$ cat src/rtl/serialize_ctrl_pkg.sv
// Shared pipe definitions for the serialization controller: FSM states,
// serial-op kinds and kind decode.
package serialize_ctrl_pkg;

  typedef enum logic [1:0] {
    IDLE     = 2'd0,
    DRAIN    = 2'd1,
    WAIT_RET = 2'd2,
    REFETCH  = 2'd3
  } ser_state_t;

  typedef logic [1:0] ser_kind_t;

  localparam ser_kind_t SER_NONE   = 2'd0;
  localparam ser_kind_t SER_CSR    = 2'd1;
  localparam ser_kind_t SER_FENCE  = 2'd2;
  localparam ser_kind_t SER_FENCEI = 2'd3;

  // FENCE.I outranks FENCE, which outranks CSR, when decode flags overlap.
  function automatic ser_kind_t ser_kind_of(logic is_csr, logic is_fence, logic is_fence_i);
    if (is_fence_i)    return SER_FENCEI;
    else if (is_fence) return SER_FENCE;
    else if (is_csr)   return SER_CSR;
    else               return SER_NONE;
  endfunction

endpackage

$ cat src/rtl/serialize_ctrl_if.sv
// Pipe-side signal bundle of the serialization controller.
// slave = the controller, master = the pipeline driving it.
interface serialize_ctrl_if;
  import serialize_ctrl_pkg::*;

  logic      de_valid;
  logic      de_is_csr_op;
  logic      de_is_fence;
  logic      de_is_fence_i;
  logic      ex_is_a_inst;
  logic      m1_is_a_inst;
  logic      m2_is_a_inst;
  logic      wb_is_a_inst;
  logic      wb_is_serial;
  logic      hz_stall;
  logic      redirect;

  logic      stall_pc;
  logic      stall_f2;
  logic      stall_de;
  logic      flush_ex;
  logic      ser_issue;
  logic      flush_front;
  logic      ser_busy;
  ser_kind_t ser_kind;
  logic      ser_timeout;

  modport slave (
    input  de_valid, de_is_csr_op, de_is_fence, de_is_fence_i,
           ex_is_a_inst, m1_is_a_inst, m2_is_a_inst, wb_is_a_inst,
           wb_is_serial, hz_stall, redirect,
    output stall_pc, stall_f2, stall_de, flush_ex, ser_issue,
           flush_front, ser_busy, ser_kind, ser_timeout
  );

  modport master (
    output de_valid, de_is_csr_op, de_is_fence, de_is_fence_i,
           ex_is_a_inst, m1_is_a_inst, m2_is_a_inst, wb_is_a_inst,
           wb_is_serial, hz_stall, redirect,
    input  stall_pc, stall_f2, stall_de, flush_ex, ser_issue,
           flush_front, ser_busy, ser_kind, ser_timeout
  );

endinterface

$ cat src/rtl/serialize_ctrl_ser_watchdog.sv
// Saturating watchdog counter: clear wins over enable, tc_o flags MAX_WAIT-1.
module serialize_ctrl_ser_watchdog #(
  parameter int MAX_WAIT = 64,
  parameter int CNT_W    = $clog2(MAX_WAIT)
) (
  input  logic clk_i,
  input  logic rst_i,
  input  logic clr_i,
  input  logic en_i,
  output logic tc_o
);

  localparam logic [CNT_W-1:0] TC = CNT_W'(MAX_WAIT - 1);

  logic [CNT_W-1:0] cnt_q, cnt_d;

  always_comb begin
    cnt_d = cnt_q;
    if (clr_i)
      cnt_d = '0;
    else if (en_i && (cnt_q != TC))
      cnt_d = cnt_q + CNT_W'(1);
  end

  always_ff @(posedge clk_i) begin
    if (rst_i) cnt_q <= '0;
    else       cnt_q <= cnt_d;
  end

  assign tc_o = (cnt_q == TC);

endmodule

$ cat src/rtl/serialize_ctrl.sv
// Serialization controller: drains the back end around CSR/FENCE/FENCE.I,
// issues the serial op alone and holds younger work until it retires.
//
// state    | meaning
// IDLE     | no serial op in flight; watching DE
// DRAIN    | serial op held in DE, bubbles fed to EX until back end empty
// WAIT_RET | serial op issued, only bubbles follow until it retires in WB
// REFETCH  | one-cycle front-end refetch after FENCE.I retire
module serialize_ctrl
  import serialize_ctrl_pkg::*;
#(
  parameter int MAX_WAIT = 64,
  parameter int CNT_W    = $clog2(MAX_WAIT)
) (
  input logic            clk,
  input logic            rst,
  serialize_ctrl_if.slave pipe
);

  ser_state_t state_q, state_d;
  ser_kind_t  kind_q, kind_d;
  logic       tmo_q, tmo_d;

  logic stall, flush_ex, issue, flush_front;
  logic wd_clr, wd_en, wd_tc;
  logic ser_req, be_empty, retire;

  assign ser_req  = pipe.de_valid & (pipe.de_is_csr_op | pipe.de_is_fence | pipe.de_is_fence_i);
  assign be_empty = ~(pipe.ex_is_a_inst | pipe.m1_is_a_inst | pipe.m2_is_a_inst | pipe.wb_is_a_inst);
  assign retire   = pipe.wb_is_a_inst & pipe.wb_is_serial;

  serialize_ctrl_ser_watchdog #(
    .MAX_WAIT (MAX_WAIT),
    .CNT_W    (CNT_W)
  ) u_watchdog (
    .clk_i (clk),
    .rst_i (rst),
    .clr_i (wd_clr),
    .en_i  (wd_en),
    .tc_o  (wd_tc)
  );

  always_comb begin
    state_d     = state_q;
    kind_d      = kind_q;
    tmo_d       = tmo_q;
    stall       = 1'b0;
    flush_ex    = 1'b0;
    issue       = 1'b0;
    flush_front = 1'b0;
    wd_clr      = 1'b0;
    wd_en       = 1'b0;

    unique case (state_q)
      IDLE: begin
        wd_clr = 1'b1;
        if (ser_req && !pipe.hz_stall && !pipe.redirect) begin
          kind_d = ser_kind_of(pipe.de_is_csr_op, pipe.de_is_fence, pipe.de_is_fence_i);
          if (be_empty) begin
            issue   = 1'b1;
            state_d = WAIT_RET;
          end else begin
            stall    = 1'b1;
            flush_ex = 1'b1;
            state_d  = DRAIN;
          end
        end
      end

      DRAIN: begin
        stall    = 1'b1;
        flush_ex = 1'b1;
        wd_en    = 1'b1;
        // Watchdog abort outranks issue so a dead controller never issues.
        if (wd_tc) begin
          tmo_d   = 1'b1;
          kind_d  = SER_NONE;
          state_d = IDLE;
        end else if (pipe.redirect) begin
          kind_d  = SER_NONE;
          state_d = IDLE;
        end else if (be_empty && !pipe.hz_stall) begin
          issue    = 1'b1;
          stall    = 1'b0;
          flush_ex = 1'b0;
          wd_clr   = 1'b1;
          state_d  = WAIT_RET;
        end
      end

      WAIT_RET: begin
        stall    = 1'b1;
        flush_ex = 1'b1;
        wd_en    = 1'b1;
        if (wd_tc) begin
          tmo_d   = 1'b1;
          kind_d  = SER_NONE;
          state_d = IDLE;
        end else if (pipe.redirect) begin
          kind_d  = SER_NONE;
          state_d = IDLE;
        end else if (retire) begin
          if (kind_q == SER_FENCEI) begin
            state_d = REFETCH;
          end else begin
            kind_d  = SER_NONE;
            state_d = IDLE;
          end
        end
      end

      REFETCH: begin
        flush_front = ~pipe.redirect;
        kind_d      = SER_NONE;
        state_d     = IDLE;
      end

      default: state_d = IDLE;
    endcase
  end

  always_ff @(posedge clk) begin
    if (rst) begin
      state_q <= IDLE;
      kind_q  <= SER_NONE;
      tmo_q   <= 1'b0;
    end else begin
      state_q <= state_d;
      kind_q  <= kind_d;
      tmo_q   <= tmo_d;
    end
  end

  // Combinational outputs are forced quiet while reset is held.
  assign pipe.stall_pc    = stall & ~rst;
  assign pipe.stall_f2    = stall & ~rst;
  assign pipe.stall_de    = stall & ~rst;
  assign pipe.flush_ex    = flush_ex & ~rst;
  assign pipe.ser_issue   = issue & ~rst;
  assign pipe.flush_front = flush_front & ~rst;
  assign pipe.ser_busy    = (state_q != IDLE) & ~rst;
  assign pipe.ser_kind    = kind_q;
  assign pipe.ser_timeout = tmo_q;

endmodule

$ cat src/flat_wrapper.sv
// flat-port wrapper written by rule: the top's interface ports become plain ports
module serialize_ctrl_flat import serialize_ctrl_pkg::*;
#(
  parameter int MAX_WAIT = 64,
  parameter int CNT_W    = $clog2(MAX_WAIT)
)
  (clk, rst, pipe_de_valid, pipe_de_is_csr_op, pipe_de_is_fence, pipe_de_is_fence_i, pipe_ex_is_a_inst, pipe_m1_is_a_inst, pipe_m2_is_a_inst, pipe_wb_is_a_inst, pipe_wb_is_serial, pipe_hz_stall, pipe_redirect, pipe_stall_pc, pipe_stall_f2, pipe_stall_de, pipe_flush_ex, pipe_ser_issue, pipe_flush_front, pipe_ser_busy, pipe_ser_kind, pipe_ser_timeout);
  serialize_ctrl_if pipe_i ();
  input logic clk;
  input logic rst;
  input wire logic [$bits(pipe_i.de_valid)-1:0] pipe_de_valid;
  input wire logic [$bits(pipe_i.de_is_csr_op)-1:0] pipe_de_is_csr_op;
  input wire logic [$bits(pipe_i.de_is_fence)-1:0] pipe_de_is_fence;
  input wire logic [$bits(pipe_i.de_is_fence_i)-1:0] pipe_de_is_fence_i;
  input wire logic [$bits(pipe_i.ex_is_a_inst)-1:0] pipe_ex_is_a_inst;
  input wire logic [$bits(pipe_i.m1_is_a_inst)-1:0] pipe_m1_is_a_inst;
  input wire logic [$bits(pipe_i.m2_is_a_inst)-1:0] pipe_m2_is_a_inst;
  input wire logic [$bits(pipe_i.wb_is_a_inst)-1:0] pipe_wb_is_a_inst;
  input wire logic [$bits(pipe_i.wb_is_serial)-1:0] pipe_wb_is_serial;
  input wire logic [$bits(pipe_i.hz_stall)-1:0] pipe_hz_stall;
  input wire logic [$bits(pipe_i.redirect)-1:0] pipe_redirect;
  output wire logic [$bits(pipe_i.stall_pc)-1:0] pipe_stall_pc;
  output wire logic [$bits(pipe_i.stall_f2)-1:0] pipe_stall_f2;
  output wire logic [$bits(pipe_i.stall_de)-1:0] pipe_stall_de;
  output wire logic [$bits(pipe_i.flush_ex)-1:0] pipe_flush_ex;
  output wire logic [$bits(pipe_i.ser_issue)-1:0] pipe_ser_issue;
  output wire logic [$bits(pipe_i.flush_front)-1:0] pipe_flush_front;
  output wire logic [$bits(pipe_i.ser_busy)-1:0] pipe_ser_busy;
  output wire logic [$bits(pipe_i.ser_kind)-1:0] pipe_ser_kind;
  output wire logic [$bits(pipe_i.ser_timeout)-1:0] pipe_ser_timeout;
  assign pipe_i.de_valid = pipe_de_valid;
  assign pipe_i.de_is_csr_op = pipe_de_is_csr_op;
  assign pipe_i.de_is_fence = pipe_de_is_fence;
  assign pipe_i.de_is_fence_i = pipe_de_is_fence_i;
  assign pipe_i.ex_is_a_inst = pipe_ex_is_a_inst;
  assign pipe_i.m1_is_a_inst = pipe_m1_is_a_inst;
  assign pipe_i.m2_is_a_inst = pipe_m2_is_a_inst;
  assign pipe_i.wb_is_a_inst = pipe_wb_is_a_inst;
  assign pipe_i.wb_is_serial = pipe_wb_is_serial;
  assign pipe_i.hz_stall = pipe_hz_stall;
  assign pipe_i.redirect = pipe_redirect;
  assign pipe_stall_pc = pipe_i.stall_pc;
  assign pipe_stall_f2 = pipe_i.stall_f2;
  assign pipe_stall_de = pipe_i.stall_de;
  assign pipe_flush_ex = pipe_i.flush_ex;
  assign pipe_ser_issue = pipe_i.ser_issue;
  assign pipe_flush_front = pipe_i.flush_front;
  assign pipe_ser_busy = pipe_i.ser_busy;
  assign pipe_ser_kind = pipe_i.ser_kind;
  assign pipe_ser_timeout = pipe_i.ser_timeout;
  serialize_ctrl #(.MAX_WAIT(MAX_WAIT), .CNT_W(CNT_W)) u_core (.clk(clk), .rst(rst), .pipe(pipe_i));
endmodule
$ cat config.mk
export PLATFORM = sky130hd
export DESIGN_NAME = serialize_ctrl_flat
export DESIGN_NICKNAME = d
export VERILOG_FILES = /design/src/rtl/serialize_ctrl_pkg.sv /design/src/rtl/serialize_ctrl_if.sv /design/src/rtl/serialize_ctrl_ser_watchdog.sv /design/src/rtl/serialize_ctrl.sv /design/src/flat_wrapper.sv
export SDC_FILE = /design/constraint.sdc
export NUM_CORES = 1
export LEC_CHECK = 0
export ABC_AREA = 1
export CORE_MARGIN = 5
export CORE_UTILIZATION = 40
export CTS_CLUSTER_SIZE = 20
export DETAILED_ROUTE_END_ITERATION = 7
export PLACE_DENSITY = 0.71
export SETUP_SLACK_MARGIN = 0.2
export SYNTH_ARGS = -nofsm -noshare
export SYNTH_HDL_FRONTEND = slang
export SYNTH_HIERARCHICAL = 1
export SYNTH_SLANG_ARGS = --single-unit
$ cat constraint.sdc
create_clock -name clk -period 1.7 [get_ports clk]
set_input_delay 0.17 -clock clk [delete_from_list [all_inputs] [get_ports clk]]
set_output_delay 0.17 -clock clk [all_outputs]
set_load 0.05 [all_outputs]
==> out/qor.csv, run 1 <==
stage,metric,value,unit
drt,Max Used Layer,met3,
worst_setup_path,startpoint types,flip-flop,
clocking,clk_lat worst skew,0.27,ns
synth,Yosys cell types,21,
drt,DRT met1 WL,1.025,mm
synth,syn_nets,155,
synth,Yosys warning count,6,
clocking,clock root cell,clkbuf_4,
final_layout,Fillers,158,
final_layout,Final nets,196,
worst_hold_path,WHS Path Cells,2,
placement,gpl congestion,0.9473,
worst_hold_path,WHS Endpoint,u_core/pipe.ser_timeout,
placement,HPWL after detailed placement,1.750,mm
clocking,Inserted Clock Buffers,3,
drt,total wire length,2.277,mm
die,die height,56.29,µm
global_routing,largest net degree at the start of global routing,8,
drt,vias after detailed routing,947,
global_routing,Overflow after GRT,0,
placement,# placed instances,193,
sta,Tcrit/Tclk final,115.5,%
pwr,combinational fraction of design power,71.8,%
outcome,failing checks,negative setup slack,
pwr,VDD IR max,0.0007717,V
worst_hold_path,Worst Hold Class,reg2reg,
synth,Synth Flop Type,dfxtp_1,
pwr,power density over the cells,1388,mW/mm²
sta,fmax,0.5092,GHz
synth,asr flop ratio synth,0,%
synth,post-synth top area share,25.69,%
global_routing,initial antenna violation count,0,
worst_setup_path,crit path max fanout,4,
drt,WL met2,1.097,mm
global_routing,global-route usage over all layers,15.09,%
clocking,"Hold-fix buffers, CTS",0,
synth,synthesized area,857.1,µm²
synth,Gate Count Post-Synth,136,
clocking,clock transition at the registers of the reported paths,0.08,ns
die,die width,56.29,µm
pwr,Pleak,0.6527,nW
drt,Routed Antenna Nets,0,
drt,wire per inst,11.22,µm
final_layout,register area,226.5,µm²
drt,met3 wire len,153,µm
clocking,Clock Path Buffers,2,
worst_setup_path,worst r2r path cells,13,
synth,Synth Register Bits,11,
placement,I/O Buffers,22,
sta,Max transition margin,67.12,%
final_layout,n_diodes,0,
final_layout,layout cells sized above 1,37.50,%
worst_setup_path,CP Data Required Time,1.53,ns
final_layout,Layout area overhead,63.80,%
outcome,status,finished with violations,
sta,hold_ws,0.4801,ns
drt,DRT Pass-1 Iters,4,
synth,Synth Area per Inst,6.302,µm²
drt,Vias/cell,4.665,
synth,"Seq/Total Area, Yosys",25.69,%
die,CORE AREA,0.002002,mm²
sta,worst setup margin,-0.2638,ns
clocking,CTS sink count,11,
synth,largest area contributor in the netlist,dfxtp_1,
synth,number of enable flip-flop cells after synthesis,0,
sta,RSZ-0062 raised after global routing,yes,
global_routing,vias in the first global route,914,
worst_setup_path,CP Data Arrival Time,1.79,ns
global_routing,first-pass GRT wire length,3.946,mm
clocking,CTS tree,yes,
worst_setup_path,kind of critical path,reg2out,
worst_setup_path,r2r endpoint,u_core/u_watchdog/cnt_q[3],
die,# rows,16,
worst_setup_path,Reg2Reg Setup Slack,0.01,ns
sta,pin slew with the least headroom to its limit,0.4952,ns
worst_setup_path,worst r2r src,u_core/u_watchdog/cnt_q[0],
pwr,Reg power frac,19.1,%
synth,"top cells by area, synth","dfxtp_1, nand2_1, nor2_1, ha_1, inv_1",
sta,Final Hold Vio Count,0,
sta,Slew Limit Fails,0,
sta,Worst Clk Skew,0.01142,ns
drt,DRT iter0 DRCs,25,
pwr,Switching Share,50.16,%
sta,final setup fails,5,
synth,most common cell in the synthesized netlist,nand2_1,
final_layout,area of the multi-input gates,615.6,µm²
worst_setup_path,Worst setup EP type,output pin,
die,initial core utilization,42.81,%
sta,Final TNS setup,-1.270,ns
pwr,Pint,0.9710,mW
pwr,clock share of power,9.1,%
die,die area,0.003169,mm²
synth,Post-synth top cells,"nand2_1, nor2_1, inv_1",
pwr,Switching Power,0.9774,mW
sta,Tmin final,1.964,ns
worst_hold_path,hold path startpoint,u_core/pipe.ser_timeout,
final_layout,Non-Filler Instances,203,
drt,DRC viols,0,
die,IO Count,23,
job,# Max-Cap Violations,0,
clocking,H-Tree Depth,1,
placement,worst slack at placement,-0.09468,ns
==> power by group through the flow <==
stage | logic [mW] | registers [mW] | clock network (mW)
6_report | 1.40 | 0.372 | 0.177
5_1_grt | 1.51 | 0.382 | 0.197
4_1_cts | 1.31 | 0.374 | 0.185
3_5_place_dp | 1.29 | 0.379 | 0
3_3_place_gp | 1.27 | 0.375 | 0
2_1_floorplan | 0.787 | 0.465 | 0
==> worst max path at each step <==
| stage | slack [ns] | end | start |
|---|---|---|---|
| 2_1_floorplan | -0.12 | pipe_stall_de | u_core/u_watchdog/cnt_q[0] |
| 3_3_place_gp | -0.03 | pipe_stall_pc | pipe_wb_is_a_inst |
| 3_5_place_dp | -0.09 | pipe_stall_de | pipe_wb_is_a_inst |
| 4_1_cts | -0.28 | pipe_stall_de | u_core/u_watchdog/cnt_q[1] |
| 5_1_grt | -0.39 | pipe_stall_de | u_core/u_watchdog/cnt_q[1] |
| 6_report | -0.26 | pipe_stall_de | u_core/u_watchdog/cnt_q[1] |
==> registers in the layout, indices dropped and copies added, names as in the netlist <==
signal / flops
u_core/pipe.ser_timeout: 1
u_core/pipe.ser_kind: 2
u_core/state_q: 2
u_core/u_watchdog/cnt_q: 6
==> placed cells by master, fill, tap and decap left out, types with 2 or more instances in the layout <==
cell / Yosys / routed
a21oi_1: 5 / 4
a21oi_2: 1 / 2
buf_12: 0 / 7
buf_4: 3 / 17
clkbuf_4: 0 / 3
clkdlybuf4s50_1: 0 / 12
dfxtp_1: 11 / 8
dfxtp_2: 0 / 2
dlygate4sd2_1: 0 / 3
ha_1: 6 / 5
inv_1: 18 / 16
inv_2: 4 / 5
nand2_1: 32 / 28
nand2_2: 6 / 7
nand2_4: 0 / 3
nand3_1: 5 / 5
nand4_1: 5 / 5
nor2_1: 24 / 19
nor2_2: 4 / 6
nor2_4: 2 / 5
o21ai_2: 0 / 2
==> routing by layer <==
metal  track usage [%]  vias up
met1             16.76      425
li1                  -      501
met2             26.54       21
met4             5.424        0
met3             5.046        0
met5                 0        -
==> critical path: stages (launching register included) <==
cell and delay [ns]:
dfxtp_4 0.36, ha_4 0.16, nand2_4 0.07, nor2_4 0.04
nand2_2 0.07, inv_2 0.04, inv_2 0.06, nand2_4 0.06
o21ai_2 0.10, nand2_1 0.07, nand2_2 0.08, clkinvlp_4 0.19
buf_12 0.21
==> logic make-up after synthesis <==
group,after synthesis,synth area share (%)
buffers and inverters,25,12.26
flip-flops,11,25.69
AND/OR/NAND/NOR,82,44.96
AO/OA/AOI/OAI,12,8.320
adder cells (fa/ha/maj),6,8.759
==> area by class of cell <==
class / instances / area share [%]
multi-input cells: 100 / 43.85
repair buffers: 39 / 29.50
flip-flops and latches: 11 / 16.13
inverters: 22 / 6.150
well taps: 27 / 2.406
clock buffers: 3 / 1.604
clock inverters: 1 / 0.3565
==> through the flow <==
step	instance area [µm²]	total power [mW]	utilization, %
CTS	1356	1.872	67.75
global route	1404	2.092	70.13
detailed placement	1276	1.670	63.75
finish	1404	1.948	70.13
global placement	1276	1.642	63.75
floorplan	914.6	1.252	-
==> timing repair <==
action,CTS,global route
pin swaps,12,9
hold endpoints to repair,0,0
gates resized for setup,11,9
endpoints found under the setup margin,19,16
setup buffers,4,2
Power figures use the tool's default switching activity.
==> run 2: changes to the inputs <==
--- a/config.mk
+++ b/config.mk
@@ -6,11 +6,11 @@
 export NUM_CORES = 1
 export LEC_CHECK = 0
 export ABC_AREA = 1
+export CORE_ASPECT_RATIO = 0.6
 export CORE_MARGIN = 5
-export CORE_UTILIZATION = 40
+export CORE_UTILIZATION = 30
 export CTS_CLUSTER_SIZE = 20
 export DETAILED_ROUTE_END_ITERATION = 7
-export PLACE_DENSITY = 0.71
 export SETUP_SLACK_MARGIN = 0.2
 export SYNTH_ARGS = -nofsm -noshare
 export SYNTH_HDL_FRONTEND = slang
==> run 2 against run 1 <==
- count of clock-buffer cells in the layout unchanged
- critical path type unchanged
- highest routed layer is now met4
- cell area grew 6.2%
- combinational power hardly changed
- setup slack improved by 0.012 ns
- the run still ends with negative setup slack left
- wire length is 8.7% higher
- largest cell class unchanged
- register-to-register slack got worse by 0.08 ns
- flip-flop and latch count unchanged
- largest power group unchanged
- critical path depth unchanged
==> out/qor.csv, run 2 (synthesis results as in run 1) <==
stage,metric,value,unit
outcome,status,finished with violations,
outcome,failing checks,negative setup slack,
die,IO Count,23,
pwr,VDD IR max,0.0006050,V
final_layout,layout cells sized above 1,40.11,%
sta,RSZ-0062 raised after global routing,yes,
clocking,"Hold-fix buffers, CTS",0,
final_layout,"commonest non-fill, non-tap cell in the layout",nand2_1,
placement,HPWL after detailed placement,1.932,mm
drt,vias after detailed routing,1016,
drt,Vias/cell,4.597,
drt,total wire length,2.475,mm
clocking,CTS sink count,11,
placement,gpl congestion,0.8320,
worst_setup_path,crit path max fanout,4,
sta,Slew Limit Fails,0,
final_layout,n_diodes,0,
worst_setup_path,CP Data Required Time,1.53,ns
final_layout,Layout area overhead,74.01,%
job,# Max-Cap Violations,0,
final_layout,max reg flops,6,
worst_setup_path,kind of critical path,reg2out,
sta,Worst Clk Skew,0.002900,ns
sta,Tmin final,1.952,ns
sta,pin slew with the least headroom to its limit,0.4869,ns
clocking,clock transition at the registers of the reported paths,0.05,ns
pwr,Final Power,2.057,mW
drt,Routed Antenna Nets,0,
pwr,Pleak,0.7083,nW
final_layout,Biggest register,u_core/u_watchdog/cnt_q,
pwr,power density over the cells,1379,mW/mm²
drt,DRC viols,0,
clocking,clock root cell,clkbuf_8,
sta,worst setup margin,-0.2517,ns
die,die width,79.01,µm
placement,worst slack at placement,-0.09143,ns
clocking,H-Tree Depth,1,
placement,I/O Buffers,22,
die,# rows,15,
die,die area,0.004061,mm²
worst_setup_path,startpoint types,flip-flop,
clocking,Inserted Clock Buffers,3,
worst_setup_path,CP Data Arrival Time,1.78,ns
drt,DRT iter0 DRCs,52,
global_routing,global-route usage over all layers,12.56,%
sta,Final Hold Vio Count,0,
worst_setup_path,Worst setup EP type,output pin,
final_layout,Final nets,207,
final_layout,Fillers,253,
die,CORE AREA,0.002796,mm²
sta,Max transition margin,67.67,%
drt,DRT Pass-1 Iters,4,
global_routing,vias in the first global route,912,
die,die height,51.40,µm
final_layout,"commonest cells after routing, fill and taps aside","nand2_1, buf_4, nor2_1, inv_1, clkdlybuf4s50_1",
sta,final setup fails,9,
worst_hold_path,Worst Hold Class,reg2reg,
clocking,CTS tree,yes,
sta,Tcrit/Tclk final,114.8,%
sta,fmax,0.5124,GHz
clocking,clk_lat worst skew,0.24,ns
global_routing,first-pass GRT wire length,3.995,mm
die,initial core utilization,30.65,%
global_routing,largest net degree at the start of global routing,8,
drt,wire per inst,11.20,µm
clocking,Clock Path Buffers,2,
global_routing,initial antenna violation count,0,
global_routing,Overflow after GRT,0,
[run 2: cell count changes in the layout (fill, tap and decap cells not counted), moves of 2 or more]
| cell | before | now |
|---|---|---|
| buf_4 | 17 | 28 |
| clkbuf_4 | 3 | 0 |
| clkbuf_8 | 0 | 3 |
| nand2_1 | 28 | 31 |
| nand2_2 | 7 | 5 |
| nor2_2 | 6 | 8 |
[run 2: worst max-delay path, stage by stage, from the launching register on]
cell	delay, ns
dfxtp_4	0.35
ha_4	0.16
nand2_4	0.07
nor2_4	0.04
nand2_2	0.07
inv_2	0.04
inv_2	0.07
nand2_4	0.06
o21ai_2	0.10
nand2_1	0.07
nand2_2	0.08
clkinvlp_4	0.20
buf_12	0.21
[run 2: per-stage QoR]
step	utilization (%)	setup TNS, ns	hold slack, ns	cells	area [µm²]
after floorplan	-	-0.4202	0.2424	136	914.6
after global placement	48.01	-0.2082	0.4588	208	1343
after detailed placement	48.01	-0.3731	0.4716	208	1343
after CTS	51.32	-1.255	0.4843	216	1435
after global routing	53.33	-2.663	0.5525	221	1491
final	53.33	-1.403	0.4732	221	1491
[run 2: layout make-up]
cell class	instances	area (µm²)	area share [%]
timing repair buffer	50	499.2	33.47
inverter	22	86.33	5.789
clock buffer	3	41.29	2.768
sequential	11	225.2	15.10
clock inverter	1	5.005	0.3356
tap	34	42.54	2.852
multi-input combinational	100	591.8	39.68
[run 2: worst paths after layout]
kind / cells after the start / end / slack (ns) / startpoint
worst max register to register: 16 / u_core/pipe.ser_kind[1] / -0.07 / u_core/u_watchdog/cnt_q[0]
worst max-delay path: 12 / pipe_flush_ex / -0.25 / u_core/u_watchdog/cnt_q[0]
worst min register to register: 2 / u_core/pipe.ser_timeout / 0.47 / u_core/pipe.ser_timeout
worst min-delay path: 2 / u_core/pipe.ser_timeout / 0.47 / u_core/pipe.ser_timeout
[run 2: report_power, final]
group	internal [mW]	switching, mW	total (mW)
Sequential	0.324	0.0420	0.366
Clock	0.161	0.104	0.266
Combinational	0.586	0.840	1.43
[run 2: routing by layer]
metal,GRT usage [%],vias up,share of wire [%]
met1,17.42,469,51
li1,-,524,-
met4,2.000,0,0.48
met3,3.697,2,4.5
met2,19.55,21,44
met5,0,-,0
[run 2: what timing repair did]
action,in CTS,in global routing
endpoints found under the setup margin,18,17
pin swaps,7,10
buffers inserted,4,5
resized for setup,8,6
==> RTL edit: new RTL, flow settings as in run 1 <==
Re-encode `ser_state_t` (4 states) as one-hot, 4 bits wide.
--- a/src/rtl/serialize_ctrl_pkg.sv
+++ b/src/rtl/serialize_ctrl_pkg.sv
@@ -4,7 +4,7 @@
 
-  typedef enum logic [1:0] {
-    IDLE     = 2'd0,
-    DRAIN    = 2'd1,
-    WAIT_RET = 2'd2,
-    REFETCH  = 2'd3
+  typedef enum logic [3:0] {
+    IDLE     = 4'b0001,
+    DRAIN    = 4'b0010,
+    WAIT_RET = 4'b0100,
+    REFETCH  = 4'b1000
   } ser_state_t;
Formal check against the unedited RTL: no difference found for any inputs over 10 cycles, from zero or initial values and one cycle with rst high; not proved beyond that.
==> RTL edit against run 1 <==
- highest routed layer is now met4
- routed wire length up 26%
- sequential cell count up 2
- synthesized cell count up 10%
- area after synthesis up 10%
- the run still ends with negative setup slack left
- setup slack worse by 39 ps
- final area up 14%
- largest cell class unchanged
Power is not compared: it rests on default switching activity, and its combinational part moved more than twofold at a synthesized area within 25%.
==> RTL edit: results (changes against run 1) <==
Post-synth top cells -> nand2_1, nor2_1, inv_1
mean routed wirelength per cell -> 12.67 um (+13%)
syn nets -> 164 (+5.8%)
WL met3 -> 147 um (-3.9%)
slack of the worst reg-to-reg path -> -110 ps (-120 ps)
number of global-route vias before repair -> 1017 (+11%)
synthesized instance count -> 150 (+10%)
fillers -> 174 (+10%)
status -> complete, but fails checks
FF-to-FF path depth -> 15 (+2)
setup slack after layout -> -303.2 ps (-39.45 ps)
DR vias/cell -> 4.996 (+7.1%)
# setup viols final -> 11 (+6)
arrival time of the worst setup path -> 1830 ps (+40 ps)
gpl congestion -> 0.9819 (+3.7%)
synth top area cells -> dfxtp_1, nand2_1, nor2_1
Non-Filler Instances -> 226 (+11%)
placed cells -> 214 (+11%)
Worst path top cell family by delay -> simple AND/OR/NAND/NOR gates
worst skew pair latency -> 290 ps (+20 ps)
met2 track demand over resource -> 0.2903 (+0.02483)
Final Hold Slack -> 475.8 ps (-4.309 ps)
sequential share of the synthesized area -> 0.2759 (+0.01893)
CP max-delay cell -> dfxtp_2
largest net degree at the start of global routing -> 9 (+1)
failing checks -> negative setup slack
skew final -> 3.938 ps (-7.479 ps)
-- RTL edit: metrics by stage --
step                cell area (um^2)  worst slack [ps]  setup TNS [ps]  total power, mW
global placement                1415            -173.2          -769.4           0.5377
detailed placement              1415            -205.1          -908.2           0.5407
global route                    1607            -404.2           -3197           0.8178
CTS                             1544            -342.5           -1694           0.7626
finish                          1607            -303.2           -1822           0.7750
floorplan                       1007            -146.1          -519.7           0.4534
-- RTL edit: logic make-up (layout without fill, tap and decap cells) --
kind of cell	after synthesis	in the layout
compound gates	17	17
fa+ha+maj	1	1
buf+inv	27	75
flops	13	13
simple gates	92	92
-- RTL edit: worst max path at each step --
| stage | start | cells after the start | slack, ps | to |
|---|---|---|---|---|
| after floorplan | u_core/u_watchdog/cnt_q[0] | 12 | -150 | pipe_stall_de |
| after global placement | pipe_wb_is_a_inst | 8 | -170 | pipe_stall_pc |
| after CTS | u_core/u_watchdog/cnt_q[0] | 11 | -340 | pipe_ser_issue |
| after global routing | u_core/u_watchdog/cnt_q[0] | 12 | -400 | pipe_flush_ex |
| after detailed placement | pipe_wb_is_a_inst | 8 | -210 | pipe_flush_ex |
| final | u_core/u_watchdog/cnt_q[0] | 11 | -300 | pipe_ser_issue |
-- RTL edit: area by class of cell --
| type | instances | area share |
|---|---|---|
| Multi-Input combinational cell | 110 | 0.4361 |
| Timing Repair Buffer | 47 | 0.2998 |
| Sequential cell | 13 | 0.1651 |
| Inverter | 24 | 0.05997 |
| Tap cell | 28 | 0.02181 |
| Clock buffer | 3 | 0.01402 |
| Clock inverter | 1 | 0.003115 |
-- RTL edit: what timing repair did --
item | 4_1_cts | 5_1_grt
pin swaps | 17 | 16
gates resized for setup | 22 | 9
buffers inserted | 4 | 4
endpoints found under the setup margin | 18 | 18
